--- src/rtl/npu_cmd_seq_if.sv ---
// Host command stream and NPU register bus seen by the command sequencer.
// master = host/NPU side, slave = sequencer side.
interface npu_cmd_seq_if;
    logic        CMD_VALID;
    logic        CMD_READY;
    logic [7:0]  CMD_ADR;
    logic [31:0] CMD_WDATA;
    logic        CMD_KICK;
    logic        ABORT;
    logic [7:0]  NPU_ADR;
    logic        NPU_WR;
    logic [31:0] NPU_WDATA;
    logic        NPU_INT;
    logic        BUSY;
    logic        DONE;
    logic [15:0] DONE_CNT;
    logic        TIMEOUT;

    modport master (
        output CMD_VALID, CMD_ADR, CMD_WDATA, CMD_KICK, ABORT, NPU_INT,
        input  CMD_READY, NPU_ADR, NPU_WR, NPU_WDATA,
        input  BUSY, DONE, DONE_CNT, TIMEOUT
    );

    modport slave (
        input  CMD_VALID, CMD_ADR, CMD_WDATA, CMD_KICK, ABORT, NPU_INT,
        output CMD_READY, NPU_ADR, NPU_WR, NPU_WDATA,
        output BUSY, DONE, DONE_CNT, TIMEOUT
    );
endinterface

--- src/rtl/npu_cmd_seq.sv ---
// Buffers host register writes, replays them on the NPU bus and, after a
// kick write, waits for NPU_INT, acknowledges it and counts finished jobs.
module npu_cmd_seq #(
    parameter int          DEPTH       = 8,
    parameter int          TIMEOUT_CYC = 4096,
    parameter logic [7:0]  INT_CLR_ADR = 8'h01,
    parameter logic [31:0] INT_CLR_VAL = 32'h0000_0000
) (
    input logic           CLK,
    input logic           RESET_X,
    npu_cmd_seq_if.slave  bus
);
    localparam int AW = $clog2(DEPTH);

    typedef enum logic [1:0] {
        IDLE     = 2'd0,
        WAIT_INT = 2'd1,
        ERR      = 2'd2
    } state_t;

    state_t        state;
    state_t        state_nx;
    logic [40:0]   mem [DEPTH];
    logic [40:0]   head;
    logic [AW-1:0] wr_ptr;
    logic [AW-1:0] rd_ptr;
    logic [AW:0]   count;
    logic [15:0]   wait_cnt;
    logic          full;
    logic          empty;
    logic          push;
    logic          pop;
    logic          cmd_ready;
    logic          busy;
    logic          int_hit;
    logic          tmo_hit;
    logic          to_err;
    logic          flush;
    logic          npu_wr;
    logic [7:0]    npu_adr;
    logic [31:0]   npu_wdata;
    logic          done;
    logic [15:0]   done_cnt;
    logic          timeout;

    assign full    = (count == (AW+1)'(DEPTH));
    assign empty   = (count == '0);
    assign head    = mem[rd_ptr];
    assign push    = bus.CMD_VALID & cmd_ready;
    // The kick write cycle and the one after it never sample NPU_INT.
    assign int_hit = (state == WAIT_INT) & (wait_cnt >= 16'd2) &
                     bus.NPU_INT & ~bus.ABORT;
    assign tmo_hit = (state == WAIT_INT) &
                     (wait_cnt == 16'(TIMEOUT_CYC - 1));
    assign to_err  = (state == WAIT_INT) & (state_nx == ERR);
    assign flush   = bus.ABORT | to_err;

    always_ff @(posedge CLK or negedge RESET_X) begin
        if (!RESET_X) state <= IDLE;
        else          state <= state_nx;
    end

    always_comb begin
        state_nx = state;
        unique case (state)
            IDLE:     if (pop && head[40]) state_nx = WAIT_INT;
            WAIT_INT: begin
                if (int_hit)      state_nx = IDLE;
                else if (tmo_hit) state_nx = ERR;
            end
            ERR:      state_nx = ERR;
            default:  state_nx = IDLE;
        endcase
        if (bus.ABORT) state_nx = IDLE;
    end

    always_comb begin
        cmd_ready = RESET_X & ~full & (state != ERR) & ~bus.ABORT;
        pop       = (state == IDLE) & ~empty & ~bus.ABORT;
        busy      = (state != IDLE) | ~empty | npu_wr;
    end

    always_ff @(posedge CLK) begin
        if (push && !flush) mem[wr_ptr] <= {bus.CMD_KICK, bus.CMD_ADR, bus.CMD_WDATA};
    end

    always_ff @(posedge CLK or negedge RESET_X) begin
        if (!RESET_X) begin
            wr_ptr <= '0;
            rd_ptr <= '0;
            count  <= '0;
        end else if (flush) begin
            wr_ptr <= '0;
            rd_ptr <= '0;
            count  <= '0;
        end else begin
            if (push) wr_ptr <= wr_ptr + 1'b1;
            if (pop)  rd_ptr <= rd_ptr + 1'b1;
            count <= count + (AW+1)'(push) - (AW+1)'(pop);
        end
    end

    always_ff @(posedge CLK or negedge RESET_X) begin
        if (!RESET_X) begin
            wait_cnt <= '0;
        end else if (bus.ABORT) begin
            wait_cnt <= '0;
        end else if (pop && head[40]) begin
            wait_cnt <= '0;
        end else if (state == WAIT_INT) begin
            wait_cnt <= wait_cnt + 16'd1;
        end
    end

    always_ff @(posedge CLK or negedge RESET_X) begin
        if (!RESET_X) begin
            npu_wr    <= 1'b0;
            npu_adr   <= '0;
            npu_wdata <= '0;
            done      <= 1'b0;
            done_cnt  <= '0;
            timeout   <= 1'b0;
        end else if (bus.ABORT) begin
            npu_wr  <= 1'b0;
            done    <= 1'b0;
            timeout <= 1'b0;
        end else begin
            npu_wr <= 1'b0;
            done   <= 1'b0;
            if (int_hit) begin
                npu_wr    <= 1'b1;
                npu_adr   <= INT_CLR_ADR;
                npu_wdata <= INT_CLR_VAL;
                done      <= 1'b1;
                done_cnt  <= done_cnt + 16'd1;
            end else if (pop) begin
                npu_wr    <= 1'b1;
                npu_adr   <= head[39:32];
                npu_wdata <= head[31:0];
            end
            if (to_err) timeout <= 1'b1;
        end
    end

    assign bus.CMD_READY = cmd_ready;
    assign bus.BUSY      = busy;
    assign bus.NPU_WR    = npu_wr;
    assign bus.NPU_ADR   = npu_adr;
    assign bus.NPU_WDATA = npu_wdata;
    assign bus.DONE      = done;
    assign bus.DONE_CNT  = done_cnt;
    assign bus.TIMEOUT   = timeout;
endmodule

--- src/flat_wrapper.sv ---
// flat-port wrapper written by rule: the top's interface ports become plain ports
module npu_cmd_seq_flat 
#(
    parameter int          DEPTH       = 8,
    parameter int          TIMEOUT_CYC = 4096,
    parameter logic [7:0]  INT_CLR_ADR = 8'h01,
    parameter logic [31:0] INT_CLR_VAL = 32'h0000_0000
)
  (CLK, RESET_X, bus_CMD_VALID, bus_CMD_ADR, bus_CMD_WDATA, bus_CMD_KICK, bus_ABORT, bus_NPU_INT, bus_CMD_READY, bus_NPU_ADR, bus_NPU_WR, bus_NPU_WDATA, bus_BUSY, bus_DONE, bus_DONE_CNT, bus_TIMEOUT);
  npu_cmd_seq_if bus_i ();
  input logic CLK;
  input logic RESET_X;
  input wire logic [$bits(bus_i.CMD_VALID)-1:0] bus_CMD_VALID;
  input wire logic [$bits(bus_i.CMD_ADR)-1:0] bus_CMD_ADR;
  input wire logic [$bits(bus_i.CMD_WDATA)-1:0] bus_CMD_WDATA;
  input wire logic [$bits(bus_i.CMD_KICK)-1:0] bus_CMD_KICK;
  input wire logic [$bits(bus_i.ABORT)-1:0] bus_ABORT;
  input wire logic [$bits(bus_i.NPU_INT)-1:0] bus_NPU_INT;
  output wire logic [$bits(bus_i.CMD_READY)-1:0] bus_CMD_READY;
  output wire logic [$bits(bus_i.NPU_ADR)-1:0] bus_NPU_ADR;
  output wire logic [$bits(bus_i.NPU_WR)-1:0] bus_NPU_WR;
  output wire logic [$bits(bus_i.NPU_WDATA)-1:0] bus_NPU_WDATA;
  output wire logic [$bits(bus_i.BUSY)-1:0] bus_BUSY;
  output wire logic [$bits(bus_i.DONE)-1:0] bus_DONE;
  output wire logic [$bits(bus_i.DONE_CNT)-1:0] bus_DONE_CNT;
  output wire logic [$bits(bus_i.TIMEOUT)-1:0] bus_TIMEOUT;
  assign bus_i.CMD_VALID = bus_CMD_VALID;
  assign bus_i.CMD_ADR = bus_CMD_ADR;
  assign bus_i.CMD_WDATA = bus_CMD_WDATA;
  assign bus_i.CMD_KICK = bus_CMD_KICK;
  assign bus_i.ABORT = bus_ABORT;
  assign bus_i.NPU_INT = bus_NPU_INT;
  assign bus_CMD_READY = bus_i.CMD_READY;
  assign bus_NPU_ADR = bus_i.NPU_ADR;
  assign bus_NPU_WR = bus_i.NPU_WR;
  assign bus_NPU_WDATA = bus_i.NPU_WDATA;
  assign bus_BUSY = bus_i.BUSY;
  assign bus_DONE = bus_i.DONE;
  assign bus_DONE_CNT = bus_i.DONE_CNT;
  assign bus_TIMEOUT = bus_i.TIMEOUT;
  npu_cmd_seq #(.DEPTH(DEPTH), .TIMEOUT_CYC(TIMEOUT_CYC), .INT_CLR_ADR(INT_CLR_ADR), .INT_CLR_VAL(INT_CLR_VAL)) u_core (.CLK(CLK), .RESET_X(RESET_X), .bus(bus_i));
endmodule
--- config.mk ---
export PLATFORM = sky130hd
export DESIGN_NAME = npu_cmd_seq_flat
export DESIGN_NICKNAME = d
export VERILOG_FILES = /design/src/rtl/npu_cmd_seq_if.sv /design/src/rtl/npu_cmd_seq.sv /design/src/flat_wrapper.sv
export SDC_FILE = /design/constraint.sdc
export NUM_CORES = 1
export LEC_CHECK = 0
export CAP_MARGIN = 10
export CELL_PAD_IN_SITES_DETAIL_PLACEMENT = 1
export CELL_PAD_IN_SITES_GLOBAL_PLACEMENT = 2
export CORE_MARGIN = 3
export CORE_UTILIZATION = 45
export CTS_BUF_LIST = sky130_fd_sc_hd__clkbuf_16
export CTS_CLUSTER_SIZE = 24
export DETAILED_ROUTE_END_ITERATION = 6
export PLACE_DENSITY = 0.77
export SLEW_MARGIN = 25
export SYNTH_ARGS = -nofsm -noshare
export SYNTH_HDL_FRONTEND = slang
export SYNTH_SLANG_ARGS = --single-unit
--- constraint.sdc ---
create_clock -name CLK -period 18.9 [get_ports CLK]
set_input_delay 2.835 -clock CLK [delete_from_list [all_inputs] [get_ports CLK]]
set_output_delay 2.835 -clock CLK [all_outputs]
set_load 0.02 [all_outputs]
* After elaboration in Yosys (flattened, before gate mapping)
Memories as Yosys holds them, arrays and structs flattened.
Index checks and enable logic that the tools add are counted.
** Storage, ports and cells
- Latch bits :: 0
- Output and inout port bits :: 61
- Bits in writable memories :: 328
- Bits of input ports :: 46
- Register bits after elaboration :: 87
- ROM bits :: 0
- Memories :: 1
- Word-level logic and storage cells :: 81
** Cells by class
- Muxes and demuxes :: 26
- $mul :: 0
- Add/sub/neg operators :: 6
- Shifts and indexed selects :: 0
- $lt $le $gt $ge :: 1
- Equality and inequality tests :: 6
- Div/mod/pow operators :: 0
- Bitwise logic cells :: 17
- Reductions and logical operators :: 13
** Memories
- u_core.mem :: words 8, width 41, rd ports 1, clocked after memory_dff 0, write ports 1, RTL line npu_cmd_seq.sv:23 : logic [40:0] mem [DEPTH];
** Operators with widths (number)
- $mux W32 :: 2
- $mux W16 :: 3
- $add A16 B1 Y16 const B :: 2
- $eq A16 B12 Y1 const B :: 1
- $ge A16 B2 Y1 const B :: 1
- $mux W8 :: 2
- $mux W3 :: 4
- $and A1 B1 Y1 :: 11
- $reduce_bool A2 Y1 :: 5
- $mux W1 :: 9
- $mux W2 :: 4
- $add A3 B1 Y3 const B :: 2
- $pmux W2 S3 :: 1
- $add A4 B1 Y4 :: 1
- $eq A2 B2 Y1 const B :: 2
- $eq A4 B4 Y1 const B :: 1
- $logic_not A4 Y1 :: 1
- $mux W4 :: 1
- $reduce_and A2 Y1 :: 2
- $sub A4 B1 Y4 :: 1
- $not A1 Y1 :: 3
- $or A1 B1 Y1 :: 3
- $reduce_bool A3 Y1 :: 1
- $eq A2 B1 Y1 const B :: 1
- 4 further kinds :: 5

* Depth between registers and ports, before layout
- Depth after elaboration :: 15
- Mapped depth :: 13

* Least setup slack after synthesis
Ideal clock, no wire load.
- Kind :: input to register
- From :: in bus_ABORT
- To :: mem u_core.mem[2][0], enable pin
- Path slack :: 10581 ps
- Required time :: 18359 ps
- Path buffers :: 0
- Arrival time :: 7778 ps
- Stages on the path :: 5
- Library setup time :: 541 ps
- Cell sequence :: nor4bb_1 > o41ai_4 > inv_2 > nor3_2 > nor4_1
** On the way
- Cells in the longest elaborated chain, start to end :: 13
- Elaborated cells between the ends (all ways) :: 17
- Classes of those cells :: eq/ne (1); mux (6); bitwise (7); reduce/logical (3)
** Ends and longest elaborated chain
- start: declaration :: RTL line flat_wrapper.sv:17 : input wire logic [$bits(bus_i.ABORT)-1:0] bus_ABORT;
- $not A1 Y1 (no source line)
- $and A1 B1 Y1 :: RTL line npu_cmd_seq.sv:79 : pop = (state == IDLE) & ~empty & ~bus.ABORT;
- $logic_and A1 B1 Y1 :: RTL line npu_cmd_seq.sv:66 : IDLE: if (pop && head[40]) state_nx = WAIT_INT;
- $mux W2 :: RTL line npu_cmd_seq.sv:66
- $pmux W2 S3 :: RTL line npu_cmd_seq.sv:65 : unique case (state)
- $mux W2 :: RTL line npu_cmd_seq.sv:74 : if (bus.ABORT) state_nx = IDLE;
- $eq A2 B2 Y1 :: RTL line npu_cmd_seq.sv:55 : assign to_err = (state == WAIT_INT) & (state_nx == ERR);
- $and A1 B1 Y1 :: RTL line npu_cmd_seq.sv:55
- $or A1 B1 Y1 :: RTL line npu_cmd_seq.sv:56 : assign flush = bus.ABORT | to_err;
- $logic_not A1 Y1 :: RTL line npu_cmd_seq.sv:84 : if (push && !flush) mem[wr_ptr] <= {bus.CMD_KICK, bus.CMD_ADR, bus.CMD_WDATA};
- $logic_and A1 B1 Y1 (*) :: RTL line npu_cmd_seq.sv:84
- $mux W1 (*) :: RTL line npu_cmd_seq.sv:84
- $mux W1 (not written as such) (*) :: RTL line npu_cmd_seq.sv:84
- end: declaration :: RTL line npu_cmd_seq.sv:23
Every way passes the cells marked *; elsewhere a longest branch is shown, timed or not.

* Worst setup path after layout
- From :: in RESET_X
- To :: out bus_CMD_READY
** On the way
- Cells in the longest elaborated chain, start to end :: 3
** Ends and longest elaborated chain
- start: declaration :: RTL line flat_wrapper.sv:12 : input logic RESET_X;
- $and A1 B1 Y1 (3 in series) :: RTL line npu_cmd_seq.sv:78 : cmd_ready = RESET_X & ~full & (state != ERR) & ~bus.ABORT;
- end: declaration :: RTL line flat_wrapper.sv:19 : output wire logic [$bits(bus_i.CMD_READY)-1:0] bus_CMD_READY;
Every way passes these cells.

==> key figures <==
Clock network
  – Clk sinks: 415
  – CTS tree: done
  – Clock buffer count from CTS: 44
  – # Post-CTS Setup Buffers: 0
  – Reg clk slew, reported paths: 60 ps
  – H-tree Lvls: 2
  – Hold-fix buffers, CTS: 0
  – Root buf cell: clkbuf_16
  – Worst skew pair latency: 550 ps
  – Post-CTS sizing: 0
  – CTS Buffer Depth: 3

Timing
  – Fmax: 140 MHz
  – Setup violations, final: 0
  – Clk_skew: 12.2 ps
  – Slew margin rel.: 31.7%
  – Min cycle time layout: 7150 ps
  – Final TNS setup: 0 ps
  – Final hold viol count: 0
  – RSZ-0062 raised after global routing: no
  – Pins Over Slew Limit: 0
  – Period utilization: 37.8%
  – Worst Tran Pin Value: 1020 ps

Yosys
  – Ys flop type: edfxtp_1
  – Commonest cells post-synth: 328 x edfxtp_1, 87 x dfrtp_1, 81 x mux4_2, 42 x o21ai_0, 41 x mux2i_1
  – Cell area after synthesis: 16200 um2
  – Top cells by area, synth: edfxtp_1 61%, dfrtp_1 13%, mux4_2 11%
  – Number of flops mapped to enable cells by yosys: 328
  – Count leader, synth: edfxtp_1
  – Synth warn: 0
  – Ys async rst share: 21.0%
  – Syn Nets: 922
  – Synth unique cells: 50
  – Register area share after synthesis: 74.3%
  – Syn Area/Cell: 18.7 um2
  – Top cell type's share of synthesized area: 60.8%
  – Flop and latch count out of synthesis: 415
  – Cells after Synth: 864
  – Synth area leader: edfxtp_1

Pwr
  – VDD IR max: 0.0000985 V
  – Power Density: 133 nW/um2
  – Pleak: 6.43 nW
  – Total power: 2.56 mW

Critical path
  – Startpoint Class: primary input
  – Crit path capture type: output pin
  – Crit path max fanout: 47
  – Critical Path AT: 4320 ps
  – Crit Path Class: primary input to output pin
  – WP data required: 16070 ps

Routing
  – Number of antenna-violating nets in the routed design: 0
  – Post-route DRC: 0
  – DR pass1 iterations: 7
  – Vias: 8484
  – Number of DRC markers in iteration 0: 516
  – Via/cell ratio: 5.73
  – Routed len/inst: 24.7 um
  – Total wire length: 36.6 mm

Placement
  – PortBufs: 106
  – Dpl hpwl: 19.5 mm
  – Placed Cells: 1398
  – Routability Congestion: 0.736

Floorplan
  – Die height: 196 um
  – Die Wd: 196 um
  – Core footprint: 35000 um2
  – Die Footprint: 38300 um2
  – Starting Density: 46.3%
  – Site Rows: 68
  – Io pins: 107

Min path
  – Worst hold path class: flip-flop to flip-flop

Final layout
  – Syn-to-layout area delta: 19.0%
  – Fin nets: 1047
  – Layout Utilization: 55.1%
  – Final Non-Filler Cells: 1480
  – Fill cells: 3127
  – Share of cells above drive strength 1: 17.8%
  – FF/Latch Area: 12000 um2
  – Area of the multi-input gates: 4020 um2

Global route
  – Initial antenna violation count: 1
  – Total GRT Usage: 19.3%
  – Pin count of the biggest net entering global routing: 62
  – GRT Residual Overflow: 0
  – First-pass GRT wire length: 56.8 mm
  – Vias in the first global route: 9260

Run status
  – Status: complete, no violations

Run
  – Max-cap violations: 0
==> final timing paths <==
path / startpoint / end / cells after the start / slack, ps
setup / recovery: RESET_X / bus_CMD_READY / 4 / 11750
hold / removal: u_core.bus.DONE_CNT[15]$_DFFE_PN0P_ / u_core.bus.DONE_CNT[15]$_DFFE_PN0P_ / 1 / 470
setup reg to reg: u_core.count[2]$_DFF_PN0_ / u_core.count[2]$_DFF_PN0_ / 11 / 14190
hold reg to reg: u_core.bus.DONE_CNT[15]$_DFFE_PN0P_ / u_core.bus.DONE_CNT[15]$_DFFE_PN0P_ / 1 / 470
max in group asynchronous: RESET_X / u_core.wait_cnt[8]$_DFFE_PN0P_ / 2 / 15420
min in group asynchronous: RESET_X / u_core.wait_cnt[2]$_DFFE_PN0P_ / 1 / 2290
==> placed cells by master (no fill, tap or decap), types with 4 or more instances in the layout <==
master / n
edfxtp_1: 328
clkdlybuf4s50_1: 105
dfrtp_1: 84
mux4_2: 81
clkbuf_16: 44
o21ai_0: 42
mux2i_1: 41
a21oi_1: 35
inv_1: 27
nor2_1: 25
nand3_1: 24
xnor2_1: 19
nand2_1: 17
buf_4: 14
xor2_1: 13
clkinv_2: 11
ha_1: 11
nand4_1: 9
nor3_1: 9
clkinv_1: 7
or4_1: 6
nor4_1: 6
nor2b_1: 5
or3_1: 5
bufinv_16: 5
nor4_2: 4
==> per-layer routing <==
metal	up-vias	wire length, um	part of all wire, %	track usage [%]
met5	-	13	0.036	0
met4	2	702	1.9	4.91
met3	59	1790	4.9	3.28
met2	190	17900	49	31.6
met1	4544	16200	44	27.4
li1	3689	-	-	-
==> where the power goes <==
group	leakage [nW]	switching [mW]	internal [mW]	total, mW
logic	1.64	0.310	0.290	0.600
clock network	0.746	0.345	0.492	0.837
registers	4.05	0.0749	1.05	1.12
==> through the flow <==
step | setup WS (ps) | cell area [um2] | hold WS [ps]
after CTS | 11670 | 19300 | 474
after global routing | 11610 | 19300 | 484
after detailed placement | 11670 | 17900 | 462
after floorplan | 10580 | 16200 | 523
after global placement | 11720 | 17800 | 457
final | 11750 | 19300 | 466
==> layout make-up <==
| type | instances | area share, % |
|---|---|---|
| tap | 455 | 2.95 |
| clock buffer | 44 | 5.71 |
| clock inverter | 37 | 1.58 |
| multi-input combinational | 391 | 20.8 |
| inverter | 17 | 0.338 |
| timing repair buffer | 120 | 6.14 |
| antenna | 1 | 0.0130 |
| sequential | 415 | 62.4 |
==> logic make-up after synthesis <==
group           after synthesis  synth area share [%]
fa+ha+maj                    12                 0.973
buf+inv                      58                  1.39
flops                       415                  74.3
compound gates               90                  3.28
xor+xnor                     32                  1.73
simple gates                134                  4.50
mux                         123                  13.9
==> registers in the layout, indices dropped and copies added (netlist names) <==
name / count
u_core.wr_ptr: 3
u_core.bus.NPU_ADR: 8
u_core.count: 4
u_core.bus.TIMEOUT: 1
u_core.bus.NPU_WR: 1
u_core.mem: 328
u_core.rd_ptr: 3
u_core.bus.DONE: 1
u_core.state: 2
u_core.bus.NPU_WDATA: 32
u_core.bus.DONE_CNT: 16
u_core.wait_cnt: 16
==> worst max-delay path, stage by stage <==
cell	delay [ps]
buf_4	480
nor2b_1	190
and3_1	180
clkdlybuf4s50_1	610
Note: power is estimated with default switching activity, not from simulation.
==> variant 1 (same flow settings) <==
Make the reset (`RESET_X`) synchronous in 4 clocked blocks.
--- a/src/rtl/npu_cmd_seq.sv
+++ b/src/rtl/npu_cmd_seq.sv
@@ -56,5 +56,5 @@
     assign flush   = bus.ABORT | to_err;
 
-    always_ff @(posedge CLK or negedge RESET_X) begin
+    always_ff @(posedge CLK) begin
         if (!RESET_X) state <= IDLE;
         else          state <= state_nx;
@@ -85,5 +85,5 @@
     end
 
-    always_ff @(posedge CLK or negedge RESET_X) begin
+    always_ff @(posedge CLK) begin
         if (!RESET_X) begin
             wr_ptr <= '0;
@@ -101,5 +101,5 @@
     end
 
-    always_ff @(posedge CLK or negedge RESET_X) begin
+    always_ff @(posedge CLK) begin
         if (!RESET_X) begin
             wait_cnt <= '0;
@@ -113,5 +113,5 @@
     end
 
-    always_ff @(posedge CLK or negedge RESET_X) begin
+    always_ff @(posedge CLK) begin
         if (!RESET_X) begin
             npu_wr    <= 1'b0;
Behaviour: differs if RESET_X is asserted again (counterexample within 4 cycles, from zero or initial values and one cycle with RESET_X low); with RESET_X held inactive, the same outputs for 4 cycles.
==> variant 1 against the original RTL <==
  * Sequential cell count increased by 3
  * Setup slack worse by 500 ps
  * Synthesized area decreased by 0.26%
  * Clock power up 4.7%
  * Global-route usage shrank 1.3 points
  * Power shrank 8.4%
  * Synthesized cell count is 3.8% higher
  * Routed wire length fell by 7.0%
  * Count of clock-buffer cells in the layout is 1 higher
  * Final area shrank 0.12%
==> variant 1: results <==
metrics = {
    "run_status": {
        "status": "finished, final reports clean",
    },
    "critical_path": {
        "cp_max_fo": 12,
        "cp.arrival_ps": 4820,
        "reg2reg_depth": 5,
        "rr_endpoint": "u_core.mem[3][15]",
        "reg2reg_from": "u_core.state[0]",
        "reg2reg_slack_ps": 15550,
    },
    "detailed_routing": {
        "vias": 8408,
        "wl_microns": 34010,
        "first_pass_iters": 4,
        "drt_iter0_drc": 543,
    },
    "global_route": {
        "grt_max_degree": 85,
        "grt_pass1_vias": 9086,
        "antenna_found_initial": 2,
        "grt_pass1_wl_microns": 53670,
        "grtUsageTotal_pct": 17.97,
    },
    "placement": {
        "gp_congestion": 0.7228,
        "dp_slack_ps": 11240,
        "hpwl_microns": 19010,
        "dpl-instance-area_sq_mm": 0.01775,
        "port_buffers": 106,
        "place_inst": 1427,
    },
    "yosys": {
        "ys_top_cells_by_area": "edfxtp_1 61%, mux4_2 11%, dfxtp_1 11%",
        "syn_avg_cell_area_sq_um": 18.01,
        "synth-seq-area-share_pct": 72.13,
        "synthArstFlopShare_pct": 0,
        "synth_top_flop_cell": "edfxtp_1",
        "netlist_top_cells_count": "328 x edfxtp_1, 90 x dfxtp_1, 82 x mux4_2",
        "synth_cell_types": 52,
        "synth.net_count": 955,
    },
    "pwr": {
        "ir_drop_mv": 0.09550,
        "leakagePower_nw": 5.912,
    },
    "timing": {
        "final.setup_skew_ps": 17.37,
        "worst_pin_slew_ps": 958.2,
        "hold_slack_ps": 448.8,
    },
    "cells_and_area": {
        "nNetsFinal": 1078,
        "top_register": "u_core.mem",
        "stdcell_count": 1511,
        "final_area_sq_mm": 0.01925,
        "insertedDiodeCount": 0,
        "fillers": 3124,
        "largest_reg_flops": 328,
        "final_layout_size_suffix_gt1_share_pct": 19.32,
    },
    "min_path": {
        "holdPathEnd": "u_core.bus.TIMEOUT",
        "min-delay-start": "u_core.bus.TIMEOUT",
        "worstHoldPathType": "register to register",
        "min_path_cells": 2,
    },
    "clocking": {
        "htreeDepth": 2,
        "cts_resized": 0,
        "cts_root_buf": "clkbuf_16",
        "cts_buffers": 45,
        "post-cts-setup-buffers": 0,
    },
}
-- variant 1: cell types whose count changed after synthesis, moves of 15 or more --
cell | unedited run | this run
a211oi_1 | 1 | 30
dfrtp_1 | 87 | 0
dfxtp_1 | 0 | 90
nand3_1 | 24 | 9
nor2_1 | 28 | 63
o21ai_0 | 42 | 5
-- variant 1: logic make-up after synthesis --
kind of cell	synth area share (%)
flip-flops	72.13
AND/OR/NAND/NOR	5.678
multiplexers	14.11
AO/OA/AOI/OAI	4.237
buffers and inverters	1.944
XOR/XNOR	0.9218
adder cells (fa/ha/maj)	0.9760
-- variant 1: cell type report --
cell class / instances / share of cell area [%]
repair buffers: 126 / 6.355
clock buffers: 45 / 5.848
well taps: 455 / 2.957
inverters: 17 / 0.3379
clock inverters: 38 / 1.878
multi-input cells: 412 / 22.05
flip-flops and latches: 418 / 60.57
-- variant 1: worst max-delay path by stage --
stage | depth (start not counted) | start | end | slack (ps)
2_1_floorplan | 5 | bus_ABORT | u_core.mem[0][0] | 10370
3_3_place_gp | 4 | RESET_X | bus_CMD_READY | 11250
3_5_place_dp | 4 | RESET_X | bus_CMD_READY | 11240
4_1_cts | 4 | RESET_X | bus_CMD_READY | 11240
5_1_grt | 4 | RESET_X | bus_CMD_READY | 11110
6_report | 4 | RESET_X | bus_CMD_READY | 11250
-- variant 1: report_power, final --
part | switching (mW) | leakage, nW | internal, mW
registers | 0.0330 | 3.69 | 1.04
logic | 0.208 | 1.45 | 0.184
clock network | 0.347 | 0.776 | 0.529
total | 0.588 | 5.91 | 1.76
-- variant 1: critical path, cell delays in order --
cell and delay [ps]:
clkdlybuf4s50_1 780, nor2b_1 380, and3_1 220, clkdlybuf4s50_1 600
-- variant 1: metal layers --
layer / wire (microns) / part of all wire [%] / track usage [%] / vias to the layer above
li1: - / - / - / 3838
met2: 17030 / 50 / 30.71 / 163
met1: 15080 / 44 / 24.46 / 4361
met3: 1433 / 4.2 / 3.226 / 42
met5: 34 / 0.10 / 0 / -
met4: 433 / 1.3 / 3.591 / 4
==> variant 2 (same settings) <==
Made on the original files. `DEPTH` is set to 8 in 2 places; all go to 4.
--- a/src/rtl/npu_cmd_seq.sv
+++ b/src/rtl/npu_cmd_seq.sv
@@ -2,5 +2,5 @@
 // kick write, waits for NPU_INT, acknowledges it and counts finished jobs.
 module npu_cmd_seq #(
-    parameter int          DEPTH       = 8,
+    parameter int          DEPTH       = 4,
     parameter int          TIMEOUT_CYC = 4096,
     parameter logic [7:0]  INT_CLR_ADR = 8'h01,
--- a/src/flat_wrapper.sv
+++ b/src/flat_wrapper.sv
@@ -2,5 +2,5 @@
 module npu_cmd_seq_flat 
 #(
-    parameter int          DEPTH       = 8,
+    parameter int          DEPTH       = 4,
     parameter int          TIMEOUT_CYC = 4096,
     parameter logic [7:0]  INT_CLR_ADR = 8'h01,
Check against the original RTL: not equivalent (Yosys sat finds a counterexample within 10 cycles, from zero or initial values and one cycle with RESET_X low).
==> variant 2 against the original RTL <==
  * Synthesized area shrank 40%
  * Cell count shrank 31%
  * Critical endpoint unchanged
  * Fmax shrank 3.6%
  * Synthesized cell count shrank 30%
  * Clock skew grew 4.3 ps
  * Routed wire length shrank 42%
  * Final area shrank 38%
  * Combinational power shrank 39%
  * Setup slack lost 270 ps
  * Utilization grew 1.7 points
  * Sequential share of layout area shrank 3.8 points
  * Sequential cell count shrank 167
  * Largest power group unchanged
  * Power shrank 38%
  * Clock power shrank 37%
==> variant 2: results <==
metrics = {
    "run_status": {
        "status": "finished, final reports clean",
    },
    "min_path": {
        "worstHoldPathType": "register to register",
    },
    "placement": {
        "port_buffers": 106,
        "hpwl_microns": 12450,
        "dpl-instance-area_sq_mm": 0.01107,
        "gp_congestion": 0.7406,
    },
    "cells_and_area": {
        "fillers": 1956,
        "largest_reg_flops": 164,
        "final_layout_size_suffix_gt1_share_pct": 13.63,
        "insertedDiodeCount": 0,
        "nNetsFinal": 775,
    },
    "global_route": {
        "grt_pass1_vias": 6123,
        "grt_pass1_wl_microns": 34110,
        "grtUsageTotal_pct": 18.27,
        "grt_max_degree": 61,
        "antenna_found_initial": 1,
    },
    "critical_path": {
        "reg2reg_slack_ps": 15390,
        "cp.arrival_ps": 4590,
        "reg2reg_from": "u_core.state[0]",
        "slowest_delay_ps": 700,
        "rr_endpoint": "u_core.count[1]",
        "critPathSlowestCell": "clkdlybuf4s50_1",
        "cp_max_fo": 14,
        "worstSetupStartpoint": "bus_ABORT",
        "reg2reg_depth": 8,
    },
    "clocking": {
        "cts_buffer_depth": 3,
        "cts_buffers": 28,
        "htreeDepth": 1,
    },
    "detailed_routing": {
        "viasPerCell": 5.418,
        "post_drt_wl_per_cell_microns": 20.78,
        "first_pass_iters": 4,
        "drt_iter0_drc": 291,
    },
    "yosys": {
        "synth_edf_count": 164,
        "synth.net_count": 665,
        "synthArstFlopShare_pct": 33.87,
        "ys_top_cells_by_area": "edfxtp_1 51%, dfrtp_1 22%, mux4_2 9.5%",
        "synth-seq-area-share_pct": 72.35,
        "netlist_top_cells_count": "164 x edfxtp_1, 91 x nand2_1, 84 x dfrtp_1",
        "synth_top_flop_cell": "edfxtp_1",
        "synth_cell_types": 41,
    },
    "pwr": {
        "leakagePower_nw": 4.321,
        "ir_drop_mv": 0.07635,
    },
    "timing": {
        "final.setup_skew_ps": 16.48,
        "worst_pin_slew_ps": 919.1,
    },
}
==> variant 2: cell count changes in the layout (fill, tap and decap cells not counted), sizes merged, moves of 6 or more <==
cell,delta
nand3,-16
nand2,+74
o21ai,-42
a21oi,+7
edfxtp,-164
nor2,-8
xor2,-6
inv,-10
clkbuf,-16
mux2i,-40
clkinv,-6
xnor2,+8
mux4,-40
buf,-7
==> variant 2: logic make-up after synthesis <==
logic type      share of synthesized area, %
buf+inv                                1.829
mux                                    9.727
fa+ha+maj                              1.366
compound gates                         2.435
xor+xnor                               3.066
flops                                  72.35
simple gates                           9.224
==> variant 2: metal layers <==
layer / vias to the layer above / GRT usage (%) / wire length [microns]
met5: - / 0 / 13
met4: 2 / 4.752 / 492
met3: 33 / 2.945 / 709
met2: 118 / 31.40 / 10640
met1: 2867 / 24.60 / 9251
li1: 2485 / - / -
==> variant 2: worst min path at each step <==
stage,from,end,slack (ps),cells after the start
final,u_core.bus.DONE_CNT[15],u_core.bus.DONE_CNT[15],470,1
after global routing,u_core.bus.DONE_CNT[15],u_core.bus.DONE_CNT[15],500,1
after CTS,u_core.bus.DONE_CNT[15],u_core.bus.DONE_CNT[15],480,1
after detailed placement,u_core.bus.DONE_CNT[15],u_core.bus.DONE_CNT[15],470,1
after global placement,u_core.bus.DONE_CNT[15],u_core.bus.DONE_CNT[15],470,1
after floorplan,u_core.wait_cnt[15],u_core.wait_cnt[15],510,2
==> variant 2: stage by stage <==
| stage | total power, mW | util, % | cells | setup slack (ps) |
|---|---|---|---|---|
| after global placement | 1.068 | 52.51 | 964 | 11510 |
| after global routing | 1.667 | 56.85 | 1016 | 11390 |
| final | 1.588 | 56.85 | 1016 | 11480 |
| after detailed placement | 1.082 | 52.51 | 964 | 11500 |
| after floorplan | 0.9173 | - | 609 | 12850 |
| after CTS | 1.610 | 56.82 | 1016 | 11490 |
==> variant 2: power breakdown <==
group | leakage [nW] | switching (mW) | internal (mW) | total [mW]
sequential | 2.58 | 0.0619 | 0.638 | 0.700
clock | 0.472 | 0.213 | 0.311 | 0.524
combinational | 1.26 | 0.182 | 0.183 | 0.365
total | 4.32 | 0.456 | 1.13 | 1.59
==> variant 2: layout make-up <==
cell class	instances	share of cell area, %
clock buffers	28	5.845
clock inverters	24	1.743
inverters	12	0.3757
multi-input cells	316	21.24
flip-flops and latches	248	58.66
well taps	275	2.870
repair buffers	113	9.268
==> variant 2: worst max-delay path: cells and delay by family <==
kind,cells,cell delay [ps]
AND/OR/NAND/NOR,2,440
buffers and inverters,2,1300
